==> src/rtl/result_mem_scheduler_if.sv <==
// Processing-engine write port and result-memory port of result_mem_scheduler.
// The master modport is the scheduler's side; slave is the engine/memory side.
interface result_mem_scheduler_if #(
    parameter int ADDR_W = 18,
    parameter int DATA_W = 8
);
    logic              proc_req;
    logic [ADDR_W-1:0] proc_addr;
    logic [DATA_W-1:0] proc_wdata;
    logic              proc_done;
    logic              proc_start;
    logic              proc_gnt;

    logic [ADDR_W-1:0] mem_addr;
    logic              mem_we;
    logic [DATA_W-1:0] mem_wdata;
    logic [DATA_W-1:0] mem_rdata;

    modport master (
        input  proc_req, proc_addr, proc_wdata, proc_done, proc_start, mem_rdata,
        output proc_gnt, mem_addr, mem_we, mem_wdata
    );

    modport slave (
        output proc_req, proc_addr, proc_wdata, proc_done, proc_start, mem_rdata,
        input  proc_gnt, mem_addr, mem_we, mem_wdata
    );
endinterface

==> src/rtl/result_mem_scheduler.sv <==
// Shares the single-port result memory between the processing engine and the VGA reader.
// Optional macro TEST_PATTERN_EN: window shows an H-counter gray ramp while not in SHOW.
module result_mem_scheduler #(
    parameter int IMG_W  = 480,
    parameter int IMG_H  = 320,
    parameter int ADDR_W = 18,
    parameter int DATA_W = 8
) (
    input  logic                  clk,
    input  logic                  rst_n,
    input  logic [9:0]            H_Count_Value,
    input  logic [9:0]            V_Count_Value,
    result_mem_scheduler_if.master bus,
    output logic [7:0]            R,
    output logic [7:0]            G,
    output logic [7:0]            B,
    output logic                  pix_valid,
    output logic                  frame_ready
);
    typedef enum logic [1:0] {PROC, SYNC, SHOW} state_t;

    localparam logic [9:0]        WIN_W     = 10'(IMG_W);
    localparam logic [9:0]        WIN_H     = 10'(IMG_H);
    localparam logic [ADDR_W-1:0] LAST_ADDR = ADDR_W'(IMG_W * IMG_H - 1);

    state_t            state;
    state_t            state_next;
    logic [ADDR_W-1:0] rd_addr;
    logic [ADDR_W-1:0] rd_addr_next;
    logic [ADDR_W-1:0] rd_base;
    logic              rd_v;
    logic              win;
    logic              fs;
    logic              win_end;
    logic [7:0]        mem_pix;

`ifdef TEST_PATTERN_EN
    logic              tp_v;
    logic [7:0]        tp_pix;
`endif

    always_comb begin
        win     = (H_Count_Value < WIN_W) && (V_Count_Value < WIN_H);
        fs      = (H_Count_Value == 10'd0) && (V_Count_Value == 10'd0);
        win_end = (H_Count_Value == 10'd0) && (V_Count_Value == WIN_H);
        mem_pix = 8'(bus.mem_rdata);
    end

    always_ff @(posedge clk or negedge rst_n) begin
        if (!rst_n) begin
            state   <= PROC;
            rd_addr <= '0;
        end else begin
            state   <= state_next;
            rd_addr <= rd_addr_next;
        end
    end

    // Frame start always reads address 0, so a misaligned read pointer recovers every frame.
    always_comb begin
        state_next    = state;
        rd_addr_next  = rd_addr;
        rd_base       = fs ? '0 : rd_addr;
        bus.proc_gnt  = 1'b0;
        bus.mem_we    = 1'b0;
        bus.mem_addr  = '0;
        bus.mem_wdata = '0;
        frame_ready   = 1'b0;

        case (state)
            PROC: begin
                bus.proc_gnt  = bus.proc_req;
                bus.mem_we    = bus.proc_req;
                bus.mem_addr  = bus.proc_addr;
                bus.mem_wdata = bus.proc_wdata;
                if (bus.proc_done) begin
                    state_next = SYNC;
                end
            end
            SYNC: begin
                if (fs) begin
                    state_next   = SHOW;
                    rd_addr_next = '0;
                end
            end
            SHOW: begin
                frame_ready  = 1'b1;
                bus.mem_addr = rd_base;
                if (win) begin
                    rd_addr_next = (rd_base == LAST_ADDR) ? '0 : rd_base + 1'b1;
                end
                if (win_end && bus.proc_start) begin
                    state_next = PROC;
                end
            end
            default: begin
                state_next = PROC;
            end
        endcase

        if (!rst_n) begin
            bus.proc_gnt  = 1'b0;
            bus.mem_we    = 1'b0;
            bus.mem_addr  = '0;
            bus.mem_wdata = '0;
        end
    end

    // Two-cycle pixel pipeline: address in cycle t, data in t+1, registered colour in t+2.
    always_ff @(posedge clk or negedge rst_n) begin
        if (!rst_n) begin
            rd_v      <= 1'b0;
            R         <= 8'd0;
            G         <= 8'd0;
            B         <= 8'd0;
            pix_valid <= 1'b0;
`ifdef TEST_PATTERN_EN
            tp_v      <= 1'b0;
            tp_pix    <= 8'd0;
`endif
        end else begin
            rd_v <= win && (state == SHOW);
`ifdef TEST_PATTERN_EN
            tp_v   <= win && (state != SHOW);
            tp_pix <= H_Count_Value[7:0];
`endif
            if (rd_v) begin
                R         <= mem_pix;
                G         <= mem_pix;
                B         <= mem_pix;
                pix_valid <= 1'b1;
            end
`ifdef TEST_PATTERN_EN
            else if (tp_v) begin
                R         <= tp_pix;
                G         <= tp_pix;
                B         <= tp_pix;
                pix_valid <= 1'b1;
            end
`endif
            else begin
                R         <= 8'd0;
                G         <= 8'd0;
                B         <= 8'd0;
                pix_valid <= 1'b0;
            end
        end
    end
endmodule

==> src/flat_wrapper.sv <==
// flat-port wrapper written by rule: the top's interface ports become plain ports
module result_mem_scheduler_flat 
#(
    parameter int IMG_W  = 480,
    parameter int IMG_H  = 320,
    parameter int ADDR_W = 18,
    parameter int DATA_W = 8
)
  (clk, rst_n, H_Count_Value, V_Count_Value, R, G, B, pix_valid, frame_ready, bus_proc_req, bus_proc_addr, bus_proc_wdata, bus_proc_done, bus_proc_start, bus_mem_rdata, bus_proc_gnt, bus_mem_addr, bus_mem_we, bus_mem_wdata);
  result_mem_scheduler_if #(.ADDR_W(ADDR_W), .DATA_W(DATA_W)) bus_i ();
  input  logic clk;
  input  logic rst_n;
  input  logic [9:0] H_Count_Value;
  input  logic [9:0] V_Count_Value;
  output logic [7:0] R;
  output logic [7:0] G;
  output logic [7:0] B;
  output logic pix_valid;
  output logic frame_ready;
  input wire logic [$bits(bus_i.proc_req)-1:0] bus_proc_req;
  input wire logic [$bits(bus_i.proc_addr)-1:0] bus_proc_addr;
  input wire logic [$bits(bus_i.proc_wdata)-1:0] bus_proc_wdata;
  input wire logic [$bits(bus_i.proc_done)-1:0] bus_proc_done;
  input wire logic [$bits(bus_i.proc_start)-1:0] bus_proc_start;
  input wire logic [$bits(bus_i.mem_rdata)-1:0] bus_mem_rdata;
  output wire logic [$bits(bus_i.proc_gnt)-1:0] bus_proc_gnt;
  output wire logic [$bits(bus_i.mem_addr)-1:0] bus_mem_addr;
  output wire logic [$bits(bus_i.mem_we)-1:0] bus_mem_we;
  output wire logic [$bits(bus_i.mem_wdata)-1:0] bus_mem_wdata;
  assign bus_i.proc_req = bus_proc_req;
  assign bus_i.proc_addr = bus_proc_addr;
  assign bus_i.proc_wdata = bus_proc_wdata;
  assign bus_i.proc_done = bus_proc_done;
  assign bus_i.proc_start = bus_proc_start;
  assign bus_i.mem_rdata = bus_mem_rdata;
  assign bus_proc_gnt = bus_i.proc_gnt;
  assign bus_mem_addr = bus_i.mem_addr;
  assign bus_mem_we = bus_i.mem_we;
  assign bus_mem_wdata = bus_i.mem_wdata;
  result_mem_scheduler #(.IMG_W(IMG_W), .IMG_H(IMG_H), .ADDR_W(ADDR_W), .DATA_W(DATA_W)) u_core (.clk(clk), .rst_n(rst_n), .H_Count_Value(H_Count_Value), .V_Count_Value(V_Count_Value), .bus(bus_i), .R(R), .G(G), .B(B), .pix_valid(pix_valid), .frame_ready(frame_ready));
endmodule
==> config.mk <==
export PLATFORM = sky130hd
export DESIGN_NAME = result_mem_scheduler_flat
export DESIGN_NICKNAME = d
export VERILOG_FILES = /design/src/rtl/result_mem_scheduler_if.sv /design/src/rtl/result_mem_scheduler.sv /design/src/flat_wrapper.sv
export SDC_FILE = /design/constraint.sdc
export NUM_CORES = 1
export LEC_CHECK = 0
export ABC_AREA = 1
export CORE_ASPECT_RATIO = 1.25
export CORE_MARGIN = 1.5
export CORE_UTILIZATION = 35
export CTS_CLUSTER_SIZE = 10
export DETAILED_ROUTE_END_ITERATION = 12
export PLACE_DENSITY = 0.75
export SYNTH_ARGS = -nofsm -noshare
export SYNTH_HDL_FRONTEND = slang
export SYNTH_SLANG_ARGS = --single-unit
==> constraint.sdc <==
create_clock -name clk -period 1.66 [get_ports clk]
set_input_delay 0.332 -clock clk [delete_from_list [all_inputs] [get_ports clk]]
set_output_delay 0.332 -clock clk [all_outputs]
set_load 0.005 [all_outputs]
Yosys cells after proc, flatten, opt, wreduce, memory -nomap -nowiden
Index checks and enable logic that the tools add are counted.
- output and inout port bits: 54
- bits in registers: 30
- input port bits: 59
- word-level logic and storage cells: 44
- reduce and logical (&&, ||, !) cells: 11
- multiplexer cells: 17
- add/subtract/negate cells: 1
- eq/ne operators: 8
- magnitude comparators: 2
- operators by type and width (cell ; number):
    $mux W18 ; 4
    $pmux W18 S2 ; 2
    $mux W8 ; 3
    $logic_not A10 Y1 ; 2
    $lt A10 B9 Y1 const B ; 2
    $add A18 B1 Y18 const B ; 1
    $eq A18 B18 Y1 const B ; 1
    $eq A10 B9 Y1 const B ; 1
    $mux W2 ; 3
    $ne A2 B1 Y1 const B ; 3
    $pmux W2 S3 ; 1
    $logic_and A1 B1 Y1 ; 5
    $mux W1 ; 4
    $reduce_and A3 Y1 ; 1
    $eq A2 B1 Y1 const B ; 1
    $eq A2 B2 Y1 const B ; 1
    $logic_not A2 Y1 ; 1
    $ne A2 B2 Y1 const B ; 1
    $reduce_and A2 Y1 ; 1
    $reduce_bool A2 Y1 ; 1

Logic depth before layout (Yosys ltp)
- depth in word-level cells: 7
- mapped depth: 17
- mapped depth without buffers: 17

Worst setup path after synthesis
Ideal clock, no wire load.
- path type: input-to-reg
- from: input V_Count_Value[8]
- to: register u_core.rd_addr[14]
- path buffers: 0
- setup time: 117 ps
- required time: 1543 ps
- slack: -251 ps
- arrival: 1794 ps
- stages: 16
- cells stage by stage: nor2_1 > nand3_1 > nor2_2 > nand2_4 > inv_2 > nor2_1 > ha_1 > nand2_1 > inv_1 > nand4_2 > nor2_4 > nand3_2 > nand2_2 > clkinv_2 > nand3_1 > nand2_1
- longest elaborated chain between the ends: 7
- elaborated cells on any way between the ends: 12
- classes of those cells: add/sub: 1; order compare: 1; eq/ne: 2; mux: 4; reduce/logical: 4
- RTL lines (what ; line ; text):
    start, declared ; flat_wrapper.sv:14 ; input logic [9:0] V_Count_Value;
    $logic_not A10 Y1 ; result_mem_scheduler.sv:44 ; fs = (H_Count_Value == 10'd0) && (V_Count_Value == 10'd0);
    $logic_and A1 B1 Y1 ; result_mem_scheduler.sv:44 ;
    $mux W18 ; n/a ;
    $add A18 B1 Y18 / $eq A18 B18 Y1 (equally long branches) ; result_mem_scheduler.sv:90 ; rd_addr_next = (rd_base == LAST_ADDR) ? '0 : rd_base + 1'b1;
    $mux W18 ; result_mem_scheduler.sv:90 ;
    $mux W18 ; result_mem_scheduler.sv:89 ; if (win) begin
    $pmux W18 S2 ; result_mem_scheduler.sv:70 ; case (state)
    end signal, assigned ; result_mem_scheduler.sv:55 ; rd_addr <= rd_addr_next;
    end, declared ; result_mem_scheduler.sv:28 ; logic [ADDR_W-1:0] rd_addr;
Several ways; a longest one is shown, not always the timed one. The select of a mux whose other input is x is not followed.
A chain may end at the register's enable or synchronous reset.

Final worst setup path
- from: register u_core.rd_addr[0]
- to: register u_core.rd_addr[14]
- longest elaborated chain between the ends: 5
- elaborated cells on any way between the ends: 6
- classes of those cells: add/sub: 1; eq/ne: 1; mux: 4
- RTL lines (what ; line):
    $mux W18 (*) ; n/a
    $add A18 B1 Y18 / $eq A18 B18 Y1 (equally long branches) ; result_mem_scheduler.sv:90
    $mux W18 (*) ; result_mem_scheduler.sv:90
    $mux W18 (*) ; result_mem_scheduler.sv:89
    $pmux W18 S2 (*) ; result_mem_scheduler.sv:70
Every way passes the cells marked *; elsewhere a longest branch is shown, timed or not. The select of a mux whose other input is x is not followed.

==> results.md <==
- Distinct cell type count after synthesis: 31
- Setup WS post-layout: -0.3305 ns
- Crit path largest cell delay: 0.39 ns
- Synth Area in Compound Gates: 8.600%
- Clock Sinks: 30
- Status: finished, violations left
- Failing checks: negative setup slack
- Max Freq: 502.4 MHz
- R2r worst-path depth: 12
- Crit path required time: 1.86 ns
- Netlist Area Pre-Place: 0.002342 mm²
- FFs w/ async S/R, synth: 100.0%
- Mean post-synth cell area: 6.579 µm²
- Crit path cell chain: nand2_1 > inv_1 > ha_4 > nand2_4 > inv_4 > nand3_4 > nor2_4 > nand3_2 > nor2_1 > nand2_1 > nand3_4 > nand2_2
- Core ar.: 0.006524 mm²
- Detailed Routing Iterations Pass 1: 5
- DRC marker count from the first detailed-route iteration: 294
- CTS clk-pin slew, worst paths: 0.08 ns
- Die footprint: 0.007195 mm²
- Reg2reg setup slack: -0.33 ns
- Sequential area share after synthesis: 32.05%
- ANT nets after route: 0
- Via count: 3497
- Crit-path max FO: 5
- Worst-Skew Late Latency: 0.31 ns
- Max-slew violation count: 0
- Worst relative slew slack: 72.33%
- DP Wirelength: 6176 µm
- Initial antenna violation count: 0
- Synth Flop Type: dfrtp_1
- Critical Path End Type: flip-flop
- Starting Density: 35.90%
- Setup-failing EPs final: 45
- TritonCTS Buffers: 5
- Rows: 33
- Critical R2R Capture: u_core.rd_addr[14]$_DFFE_PN0P_
- Critical Path Source: u_core.rd_addr[0]$_DFFE_PN0P_
- Period utilization: 119.9%
- Post-Route WL: 12580 µm
- Routed len/inst: 19.65 µm
- Total GRT Usage: 29.18%
- Worst path arrival time: 2.19 ns
- Adder-Cell Fraction of Synth Area: 0.5342%
- Unrepaired setup endpoints after global routing: true
- ANT cells: 0
- CTS max path bufs: 2
- Clock skew: 0.01594 ns
- Reg2Reg Launch Point: u_core.rd_addr[0]$_DFFE_PN0P_
- Hold Crit Class: in -> async
- Critical path type: reg -> reg
- Die Span Y: 94.46 µm
- CP top delay family: simple AND/OR/NAND/NOR gates
- Leakage: 2.427 nW
- Gate Count Post-Synth: 356
- GP Congestion: 0.8883
- Worst slack at placement: -0.8727 ns
- Final Hold Viols: 0
- Final nets: 613
- Number of vias per cell: 5.464
- Proportion of layout cells with a drive suffix above 1: 55.88%
- Syn_nets: 416
- Seq cells post-synth: 30
- Vias in the first global route: 3391
- Largest family of logic cells by synthesized area: simple AND/OR/NAND/NOR gates
- Clock root cell: clkbuf_8
- Drc violations: 0
- WP buf/inv: 2
- Multiplexer share of the synthesized area: 0%
- Simple-gate share of the synthesized area: 42.52%
- Total grt overflow: 0
- H-tree depth: 2
- Die width: 76.17 µm
- Largest net degree at the start of global routing: 31
- PnR Total Power: 2.570 mW
- Max-Cap Viols: 0
- Slew at the pin closest to its max-slew limit: 0.4150 ns
- Port bufs: 112
- Worst setup SP type: flip-flop
- Synthesis-to-layout area growth: 116.2%
- I/O Pins: 113
- VDD IR max: 0.0004622 V
- Number of synthesized flops with an enable pin: 0
- CP max stage cell: dfrtp_1
- YS warnings: 0
- First-pass GRT wire length: 16170 µm
- Synth Area in XOR/XNOR: 1.496%
- CTS tree: built
- Min cycle time layout: 1.991 ns
- Cell Pwr Density: 507.4 mW/mm²
==> cell families (layout without fill, tap and decap cells) <==
family | after synthesis | after routing
AO/OA/AOI/OAI | 39 | 39
XOR/XNOR | 4 | 4
buffers and inverters | 69 | 266
flip-flops | 30 | 30
adder cells (fa/ha/maj) | 1 | 1
AND/OR/NAND/NOR | 213 | 213
==> repair_timing <==
item | in CTS | in global routing
setup endpoints to repair | 47 | 46
hold buffers | 0 | 0
setup buffers | 31 | 18
resized for setup | 312 | 93
cloned | 3 | 0
pin swaps | 50 | 52
hold endpoints to repair | 0 | 0
==> registers in the layout, summed over array words and instances, names as in the netlist <==
signal            flops
u_core.rd_addr       18
u_core.G              8
u_core.state          2
u_core.pix_valid      1
u_core.rd_v           1
==> synthesized netlist by cell type (4+ instances only) <==
library cell,instances,area [µm²]
buf_4,18,135.1
inv_1,34,127.6
clkbuf_1,4,15.01
nand3_1,30,150.1
inv_2,5,18.77
nand4_1,9,56.30
nor2_2,8,50.05
dfrtp_1,30,750.7
nand2_1,104,390.4
a21oi_1,19,95.09
nand2_2,8,50.05
o21ai_1,10,50.05
o21ai_0,6,30.03
nor2_1,41,153.9
==> through the flow <==
step / instances / instance area, µm² / utilization [%] / setup TNS [ns] / hold slack [ns]
floorplan: 356 / 2436 / - / -0.8649 / 0.03641
global placement: 587 / 3975 / 60.93 / -29.95 / 0.5124
detailed placement: 587 / 3975 / 60.93 / -32.03 / 0.5022
CTS: 627 / 4628 / 70.94 / -4.259 / 0.2302
global route: 640 / 5065 / 77.64 / -9.985 / 0.2500
finish: 640 / 5065 / 77.64 / -8.535 / 0.2093
==> per-layer routing <==
metal	vias to the layer above	track usage (%)	part of all wire [%]
met3	79	6.184	6.8
met1	1663	28.61	34
li1	1510	-	-
met2	245	54.28	52
met4	0	22.07	7.1
met5	-	0	0
==> final cells by class <==
cell class | instances | area [µm²]
Clock buffer | 5 | 68.82
Clock inverter | 2 | 10.01
Fill cell | 385 | 1459
Inverter | 41 | 187.7
Multi-Input combinational cell | 257 | 1889
Sequential cell | 30 | 753.2
Tap cell | 87 | 108.9
Timing Repair Buffer | 217 | 2031
Timing Repair inverter | 1 | 16.27
==> report_power, final <==
group | internal (mW) | switching [mW]
Combinational | 0.525 | 0.579
Clock | 0.282 | 0.334
Sequential | 0.798 | 0.0531
Total | 1.60 | 0.966
==> cell usage in the layout (no fill, tap or decap), types with 2 or more instances in the layout <==
master / netlist / layout
o21ai_1: 10 / 7
inv_4: 0 / 2
nor2_2: 8 / 10
nand3_1: 30 / 10
o21ai_2: 0 / 4
buf_8: 0 / 5
nand2_4: 1 / 18
inv_2: 5 / 11
nand3_2: 2 / 15
dfrtp_1: 30 / 28
nand2_1: 104 / 74
o21ai_0: 6 / 4
o22ai_1: 3 / 2
buf_12: 0 / 9
nand4_1: 9 / 9
xor2_1: 2 / 2
nor2_1: 41 / 14
buf_2: 3 / 29
clkinv_2: 1 / 3
nor2_4: 3 / 28
buf_6: 2 / 38
nand4_4: 1 / 2
inv_1: 34 / 24
a21oi_1: 19 / 2
dfrtp_2: 0 / 2
a21oi_2: 0 / 17
inv_8: 0 / 2
clkdlybuf4s50_1: 0 / 62
nand3b_1: 2 / 2
clkbuf_8: 0 / 5
nand2_2: 8 / 20
nand4_2: 3 / 2
buf_4: 18 / 72
nand3_4: 0 / 7
==> worst max path at each step <==
stage,to,depth (start not counted),slack (ns)
6_report,u_core.rd_addr[14]$_DFFE_PN0P_,12,-0.33
5_1_grt,u_core.rd_addr[16]$_DFFE_PN0P_,12,-0.34
4_1_cts,bus_mem_addr[0],8,-0.16
3_5_place_dp,u_core.rd_addr[11]$_DFFE_PN0P_,17,-0.87
3_3_place_gp,bus_mem_addr[3],10,-0.83
2_1_floorplan,u_core.rd_addr[14]$_DFFE_PN0P_,16,-0.14
==> worst reg2reg max path, stage by stage, from the launching register on <==
cell and delay [ns]:
dfrtp_1 0.39, nand2_1 0.15, inv_1 0.20, ha_4 0.20
nand2_4 0.07, inv_4 0.10, nand3_4 0.08, nor2_4 0.20
nand3_2 0.12, nor2_1 0.13, nand2_1 0.11, nand3_4 0.09
nand2_2 0.06
Note: power is estimated with default switching activity, not from simulation.
